File: config.mk
export PLATFORM = sky130hd
export DESIGN_NAME = sum_accumulator_flat
export DESIGN_NICKNAME = d
export VERILOG_FILES = /design/src/rtl/sum_accumulator_if.sv /design/src/rtl/sum_accumulator.sv /design/src/flat_wrapper.sv
export SDC_FILE = /design/constraint.sdc
export NUM_CORES = 1
export LEC_CHECK = 0
export ABC_AREA = 1
export CAP_MARGIN = 20
export CELL_PAD_IN_SITES_DETAIL_PLACEMENT = 1
export CELL_PAD_IN_SITES_GLOBAL_PLACEMENT = 1
export CORE_MARGIN = 5
export CORE_UTILIZATION = 35
export CTS_CLUSTER_DIAMETER = 120
export DETAILED_ROUTE_END_ITERATION = 8
export PLACE_DENSITY_LB_ADDON = 0.1
export SLEW_MARGIN = 20
export SYNTH_ARGS = -nofsm -noshare
export SYNTH_HDL_FRONTEND = slang
export SYNTH_SLANG_ARGS = --single-unit
File: constraint.sdc
create_clock -name clk -period 5.1 [get_ports clk]
set_clock_uncertainty 0.2 [all_clocks]
set_input_delay 0.51 -clock clk [delete_from_list [all_inputs] [get_ports clk]]
set_output_delay 0.51 -clock clk [all_outputs]
set_load 0.05 [all_outputs]
File: src/rtl/sum_accumulator_if.sv
// Sample-in / frame-result-out handshake bundle for sum_accumulator.
// The DUT side uses the slave modport; the producer/consumer side uses master.
interface sum_accumulator_if #(
  parameter int unsigned ACC_W = 8
);
  logic             in_valid;
  logic [4:0]       in_data;
  logic             in_ready;
  logic             out_valid;
  logic             out_ready;
  logic [ACC_W-1:0] out_data;
  logic             out_sat;

  modport master (
    output in_valid,
    output in_data,
    output out_ready,
    input  in_ready,
    input  out_valid,
    input  out_data,
    input  out_sat
  );

  modport slave (
    input  in_valid,
    input  in_data,
    input  out_ready,
    output in_ready,
    output out_valid,
    output out_data,
    output out_sat
  );
endinterface

File: src/rtl/sum_accumulator.sv
// Saturating frame accumulator: sums COUNT_N signed 5-bit samples into an
// ACC_W-bit result and holds it until the downstream consumer takes it.
module sum_accumulator #(
  parameter int unsigned COUNT_N = 4,
  parameter int unsigned ACC_W   = 8
) (
  input  logic                  clk,
  input  logic                  rst_n,
  input  logic                  start,
  input  logic                  clear,
  output logic                  busy,
  sum_accumulator_if.slave      bus
);

  typedef enum logic [1:0] {StIdle, StAccum, StDone} state_e;

  localparam logic [7:0] CntLast = 8'(COUNT_N);

  state_e           state_q, state_d;
  logic [ACC_W-1:0] acc_q, acc_d;
  logic [7:0]       cnt_q, cnt_d;
  logic             sat_q, sat_d;

  logic [ACC_W:0]   sum_wide;
  logic             pos_ovf, neg_ovf;
  logic [ACC_W-1:0] acc_clamped;
  logic [7:0]       cnt_inc;

  // Both operands fit in ACC_W signed bits, so the ACC_W+1 bit sum never wraps;
  // disagreement of its top two bits flags an out-of-range result.
  assign sum_wide = {acc_q[ACC_W-1], acc_q} + {{(ACC_W - 4){bus.in_data[4]}}, bus.in_data};
  assign pos_ovf  = ~sum_wide[ACC_W] & sum_wide[ACC_W-1];
  assign neg_ovf  = sum_wide[ACC_W] & ~sum_wide[ACC_W-1];
  assign cnt_inc  = cnt_q + 8'd1;

  always_comb begin
    acc_clamped = sum_wide[ACC_W-1:0];
    if (pos_ovf) begin
      acc_clamped = {1'b0, {(ACC_W - 1){1'b1}}};
    end else if (neg_ovf) begin
      acc_clamped = {1'b1, {(ACC_W - 1){1'b0}}};
    end
  end

  always_comb begin
    state_d = state_q;
    acc_d   = acc_q;
    cnt_d   = cnt_q;
    sat_d   = sat_q;
    if (clear) begin
      state_d = StIdle;
      acc_d   = '0;
      cnt_d   = '0;
      sat_d   = 1'b0;
    end else begin
      unique case (state_q)
        StIdle: begin
          if (start) begin
            state_d = StAccum;
            acc_d   = '0;
            cnt_d   = '0;
            sat_d   = 1'b0;
          end
        end
        StAccum: begin
          if (bus.in_valid) begin
            acc_d = acc_clamped;
            sat_d = sat_q | pos_ovf | neg_ovf;
            cnt_d = cnt_inc;
            if (cnt_inc == CntLast) begin
              state_d = StDone;
            end
          end
        end
        StDone: begin
          if (bus.out_ready) begin
            state_d = StAccum;
            acc_d   = '0;
            cnt_d   = '0;
            sat_d   = 1'b0;
          end
        end
        default: begin
          state_d = StIdle;
          acc_d   = '0;
          cnt_d   = '0;
          sat_d   = 1'b0;
        end
      endcase
    end
  end

  always_ff @(posedge clk or negedge rst_n) begin
    if (!rst_n) begin
      state_q <= StIdle;
      acc_q   <= '0;
      cnt_q   <= '0;
      sat_q   <= 1'b0;
    end else begin
      state_q <= state_d;
      acc_q   <= acc_d;
      cnt_q   <= cnt_d;
      sat_q   <= sat_d;
    end
  end

  // Outputs decode straight from state so reset clears them without a clock.
  assign bus.in_ready  = (state_q == StAccum);
  assign bus.out_valid = (state_q == StDone);
  assign bus.out_data  = (state_q == StDone) ? acc_q : '0;
  assign bus.out_sat   = (state_q == StDone) ? sat_q : 1'b0;
  assign busy          = (state_q != StIdle);

endmodule

File: src/flat_wrapper.sv
// flat-port wrapper written by rule: the top's interface ports become plain ports
module sum_accumulator_flat 
#(
  parameter int unsigned COUNT_N = 4,
  parameter int unsigned ACC_W   = 8
)
  (clk, rst_n, start, clear, busy, bus_in_valid, bus_in_data, bus_out_ready, bus_in_ready, bus_out_valid, bus_out_data, bus_out_sat);
  sum_accumulator_if #(.ACC_W(ACC_W)) bus_i ();
  input  logic clk;
  input  logic rst_n;
  input  logic start;
  input  logic clear;
  output logic busy;
  input wire logic [$bits(bus_i.in_valid)-1:0] bus_in_valid;
  input wire logic [$bits(bus_i.in_data)-1:0] bus_in_data;
  input wire logic [$bits(bus_i.out_ready)-1:0] bus_out_ready;
  output wire logic [$bits(bus_i.in_ready)-1:0] bus_in_ready;
  output wire logic [$bits(bus_i.out_valid)-1:0] bus_out_valid;
  output wire logic [$bits(bus_i.out_data)-1:0] bus_out_data;
  output wire logic [$bits(bus_i.out_sat)-1:0] bus_out_sat;
  assign bus_i.in_valid = bus_in_valid;
  assign bus_i.in_data = bus_in_data;
  assign bus_i.out_ready = bus_out_ready;
  assign bus_in_ready = bus_i.in_ready;
  assign bus_out_valid = bus_i.out_valid;
  assign bus_out_data = bus_i.out_data;
  assign bus_out_sat = bus_i.out_sat;
  sum_accumulator #(.COUNT_N(COUNT_N), .ACC_W(ACC_W)) u_core (.clk(clk), .rst_n(rst_n), .start(start), .clear(clear), .busy(busy), .bus(bus_i));
endmodule
# After elaboration in Yosys (flattened, before gate mapping)
# Index checks and enable logic that the tools add are counted.
# Widths: inputs -> output; s select.
# classes
n_reduce_logical,4
n_bitwise,6
add_sub_neg,2
n_eq_ne,7
mux,23
# op_table
cell,n
$mux 8,9
$pmux 8 s3,2
$mux 2,5
$add 8x5->9,1
$ne 3x3->1 const B,3
$add 8x1->8 const B,1
$eq 8x3->1 const B,1
$pmux 2 s3,1
$mux 1,5
$reduce_and 4->1,1
$ne 3x2->1 const B,1
$pmux 1 s3,1
$reduce_and 3->1,1
$and 1x1->1,2
$eq 2x1->1 const B,1
$eq 2x2->1 const B,1
$logic_not 2->1,1
$not 1->1,2
$or 1x1->1,2
$reduce_bool 2->1,1
# totals
output_inout_bits,12
in_bits,11
elab_cells,46
register_bits,19

# Longest topological paths before layout
# Gate-level depths: netlist of run 1.
# logic_depth
depth_word,8
ltp_mapped,15
depth_no_buf,15

# Worst setup path before layout of run 1
# OpenSTA, ideal clock, no wires.
# synth_timing
kind,reg-to-output
start,register u_core.state_q[0]
end,output port bus_out_data[0]
required_time_ps,4390
arrival_ps,1983
n_path_buf,0
slack_ps,2407
path_stages_with_launch,4
path_cell_list,dfrtp_1 -> nor2_2 -> clkinv_1 -> nor2_1
# synth_via
elab_chain_len,2
# synth_lines
element,line,source
from (decl),sum_accumulator.sv:19,"state_e state_q, state_d;"
from (signal assigned),sum_accumulator.sv:95,state_q <= StIdle;
from (signal assigned),sum_accumulator.sv:100,state_q <= state_d;
$eq 2x2->1,-,
via bus_out_valid,flat_wrapper.sv:18,output wire logic [$bits(bus_i.out_valid)-1:0] bus_out_valid;
$mux 8,sum_accumulator.sv:110,assign bus.out_data = (state_q == StDone) ? acc_q : '0;
to (decl),flat_wrapper.sv:19,output wire logic [$bits(bus_i.out_data)-1:0] bus_out_data;
# The timed path passes the listed nets, and every way through them passes these cells.

# Worst setup path in the final report of run 1
# layout_timing
start,register u_core.state_q[0]
end,output port bus_out_data[4]
# layout_via
elab_chain_len,2
# layout_lines
element,line
$eq 2x2->1,sum_accumulator.sv:110
$mux 8,sum_accumulator.sv:110
# Every way passes these cells.

==> impl_metrics.py, run 1 <==
metrics = {
    "flow_run": {
        "cap_violations": 0,
    },
    "place": {
        "dpl-instance-area_um2": 1760,
        "pre_cts_ws_ns": 2.26,
        "place.gp.congestion": 0.786,
        "portBuffers": 22,
        "post-dp-hpwl_um": 3000,
    },
    "setup_path": {
        "crit_required_ns": 4.39,
        "r2r_setup_slack_ns": 2.89,
        "crit_type": "register to primary output",
        "cp.buffers_inverters": 2,
        "cpPeakStageDelay_ns": 0.83,
        "cp_data_arrival_time_ns": 2.18,
        "cp-end-kind": "primary output",
        "crit_chain": "nor2_2, clkinv_1, nor2_1, clkdlybuf4s50_1",
        "cp_slowest_cell": "clkdlybuf4s50_1",
        "cp_top_family": "buffers and inverters",
        "start_kind": "register",
        "cp_max_fo": 9,
    },
    "synth": {
        "synth_cells": 206,
        "syn-cell-area_um2": 1480,
        "syn_avg_cell_area_um2": 7.18,
        "yosysWarnings": 0,
        "yosysMostFrequentCell": "nand2_1",
        "yosysTopAreaCell": "dfrtp_1",
        "ys_seq_area_share_pct": 32.1,
        "ys_async_sr_fraction_pct": 100,
        "ys_ff_latch": 19,
        "synthTopCellsByArea": "dfrtp_1 32%, nand2_1 14%, ha_1 8.5%",
        "syn_nets": 228,
        "synth_flop_cell": "dfrtp_1",
        "synth_edf_count": 0,
        "synth_top_area_share_pct": 32.1,
        "synth_common_cells": "56 x nand2_1, 33 x inv_1, 19 x dfrtp_1, 18 x nor2_1, 15 x nand3_1",
        "synthDistinctLibCells": 30,
    },
    "cells_and_area": {
        "layout-drive-gt1-share_pct": 11.2,
        "syn2layout_area_growth_pct": 22.2,
        "final_core_util_pct": 44.5,
        "seqCellArea_um2": 475,
        "nFillCells": 516,
        "nets": 255,
        "antennaDiodeCount": 0,
        "stdcell_area_um2": 1810,
        "multiInputGateArea_um2": 860,
    },
    "global_routing": {
        "grt_pass1_vias": 1491,
        "track_usage_pct": 15.6,
        "grt_overflow": 0,
        "grt_antenna_before_repair": 0,
        "grt_pass1_wl_um": 6840,
        "grt_max_degree": 20,
    },
    "timing": {
        "drv_slew": 0,
        "worstMarginPinSlew_ns": 0.915,
        "setup_violations": 0,
        "fin_tns_setup_ns": 0,
        "fmax_ghz": 0.346,
        "fin_ws_ns": 2.21,
        "rsz0062_at_grt": "no",
        "relSlewSlack_pct": 38.8,
        "final-hold-violation-count": 0,
        "fin_hold_ws_ns": 0.327,
        "period_needed_ns": 2.89,
        "post-route-period-util_pct": 56.7,
    },
    "detailed_routing": {
        "drt_iter0_markers": 34,
        "vias_per_cell": 4.73,
        "drc_errors": 0,
        "vias": 1333,
        "wl_per_cell_um": 13.0,
        "drt_first_pass_iters": 4,
        "antenna_left": 0,
        "drt_wl_total_um": 3660,
    },
    "floorplan": {
        "die_h_um": 75.0,
        "io_pins": 23,
        "start_util_pct": 36.4,
        "core-area_um2": 4060,
        "dieArea_um2": 5630,
        "die_w_um": 75.0,
        "fp-row-count": 23,
    },
    "power_and_ir_drop": {
        "vdd_drop_max_mv": 0.170,
        "power_density_nw_per_um2": 338,
        "p_leak_nw": 0.889,
    },
    "clock_network": {
        "cts_resized": 0,
        "hold_buffers": 0,
        "post_cts_buffers": 0,
        "clkTransAtPathRegs_ns": 0.07,
        "cts.path.max_buffers": 2,
        "cts_tree": "yes",
        "cts_buffers": 3,
        "cts_root_buf": "clkbuf_8",
        "clock_latency_ns": 0.26,
        "clkSinkCount": 19,
        "h-tree-depth": 1,
    },
    "outcome": {
        "status": "finished, final reports clean",
    },
    "worst_hold_path": {
        "min_path_type": "register to register",
    },
}
[cells by family after synthesis]
logic type	count (synthesis)	share of synthesized area (%)
AND/OR/NAND/NOR	109	33.6
buffers and inverters	38	9.73
AO/OA/AOI/OAI	19	8.80
flip-flops	19	32.1
adder cells (fa/ha/maj)	11	9.81
XOR/XNOR	10	5.92
[registers in the layout, indices dropped and copies added (netlist names)]
| name | flops |
|---|---|
| u_core.acc_q | 8 |
| u_core.cnt_q | 8 |
| u_core.state_q | 2 |
| u_core.sat_q | 1 |
[layout by cell type, fill, tap and decap left out, types with 3 or more instances in the layout]
cell type,count
inv_1,33
dfrtp_1,19
nand2_1,56
clkdlybuf4s50_1,22
nor2_1,18
nand3_1,15
clkbuf_8,3
nor2_2,3
inv_2,3
o22ai_1,3
xor2_1,8
o21ai_1,7
nand2_2,8
ha_1,10
[layout make-up]
class                      count  area share [%]
tap                           50            3.46
inverter                      38            7.96
multi-input combinational    149            47.6
sequential                    19            26.3
clock buffer                   4            2.49
timing repair buffer          22            12.2
[worst reg2reg max path: stages (launching register included)]
cell and delay, ns:
dfrtp_1 0.38, ha_1 0.19, inv_1 0.06, fa_1 0.40, inv_1 0.07, nand2_1 0.04
nand2_1 0.08, nand3_2 0.09, nand3_1 0.12, nand2_2 0.09, nand2_4 0.08, clkinv_2 0.08
o21ai_1 0.14, nand2_1 0.07
[metrics by stage]
step | total power [W] | instances
after floorplan | 0.000426 | 206
after global placement | 0.000501 | 278
after detailed placement | 0.000511 | 278
after CTS | 0.000621 | 282
after global routing | 0.000670 | 282
final | 0.000610 | 282
[final timing paths]
kind,start,depth (start not counted),endpoint
setup / recovery,u_core.state_q[0],4,bus_out_data[4]
hold / removal,u_core.acc_q[2],2,u_core.acc_q[2]
setup reg to reg,u_core.acc_q[0],13,u_core.acc_q[2]
hold reg to reg,u_core.acc_q[2],2,u_core.acc_q[2]
max in group asynchronous,rst_n,1,u_core.cnt_q[2]
min in group asynchronous,rst_n,1,u_core.acc_q[7]
[routing by layer]
layer  routed length, um  GRT usage [%]  share of wire [%]  vias up
met5                   0              0                  0        -
met4                  42           3.36                1.1        0
met3                 186           3.74                5.1        7
met2                1620           26.1                 44       25
met1                1820           20.5                 50      614
li1                    -              -                  -      687
[power breakdown]
part	total [W]	internal (W)	switching [W]	leakage, nW
logic	0.000306	0.000106	0.000200	0.605
registers	0.000197	0.000175	0.0000221	0.261
clock network	0.000107	0.0000557	0.0000511	0.0228
No activity file was read; power rests on OpenSTA's default activity.
==> inputs of run 2 (changes only) <==
Clock period 5.1 ns to 2.95 ns, I/O delays scaled along.
==> results of run 2 <==
Same layout as run 1 (identical final DEF). Status: finished, final reports clean.
Among the figures that moved: setup slack after placement 2.26 ns -> 0.320 ns; setup slack after layout 2.21 ns -> 0.275 ns; register-to-register setup slack 2.89 ns -> 0.74 ns; total power 0.000610 W -> 0.00106 W; worst IR drop on VDD 0.170 mV -> 0.294 mV
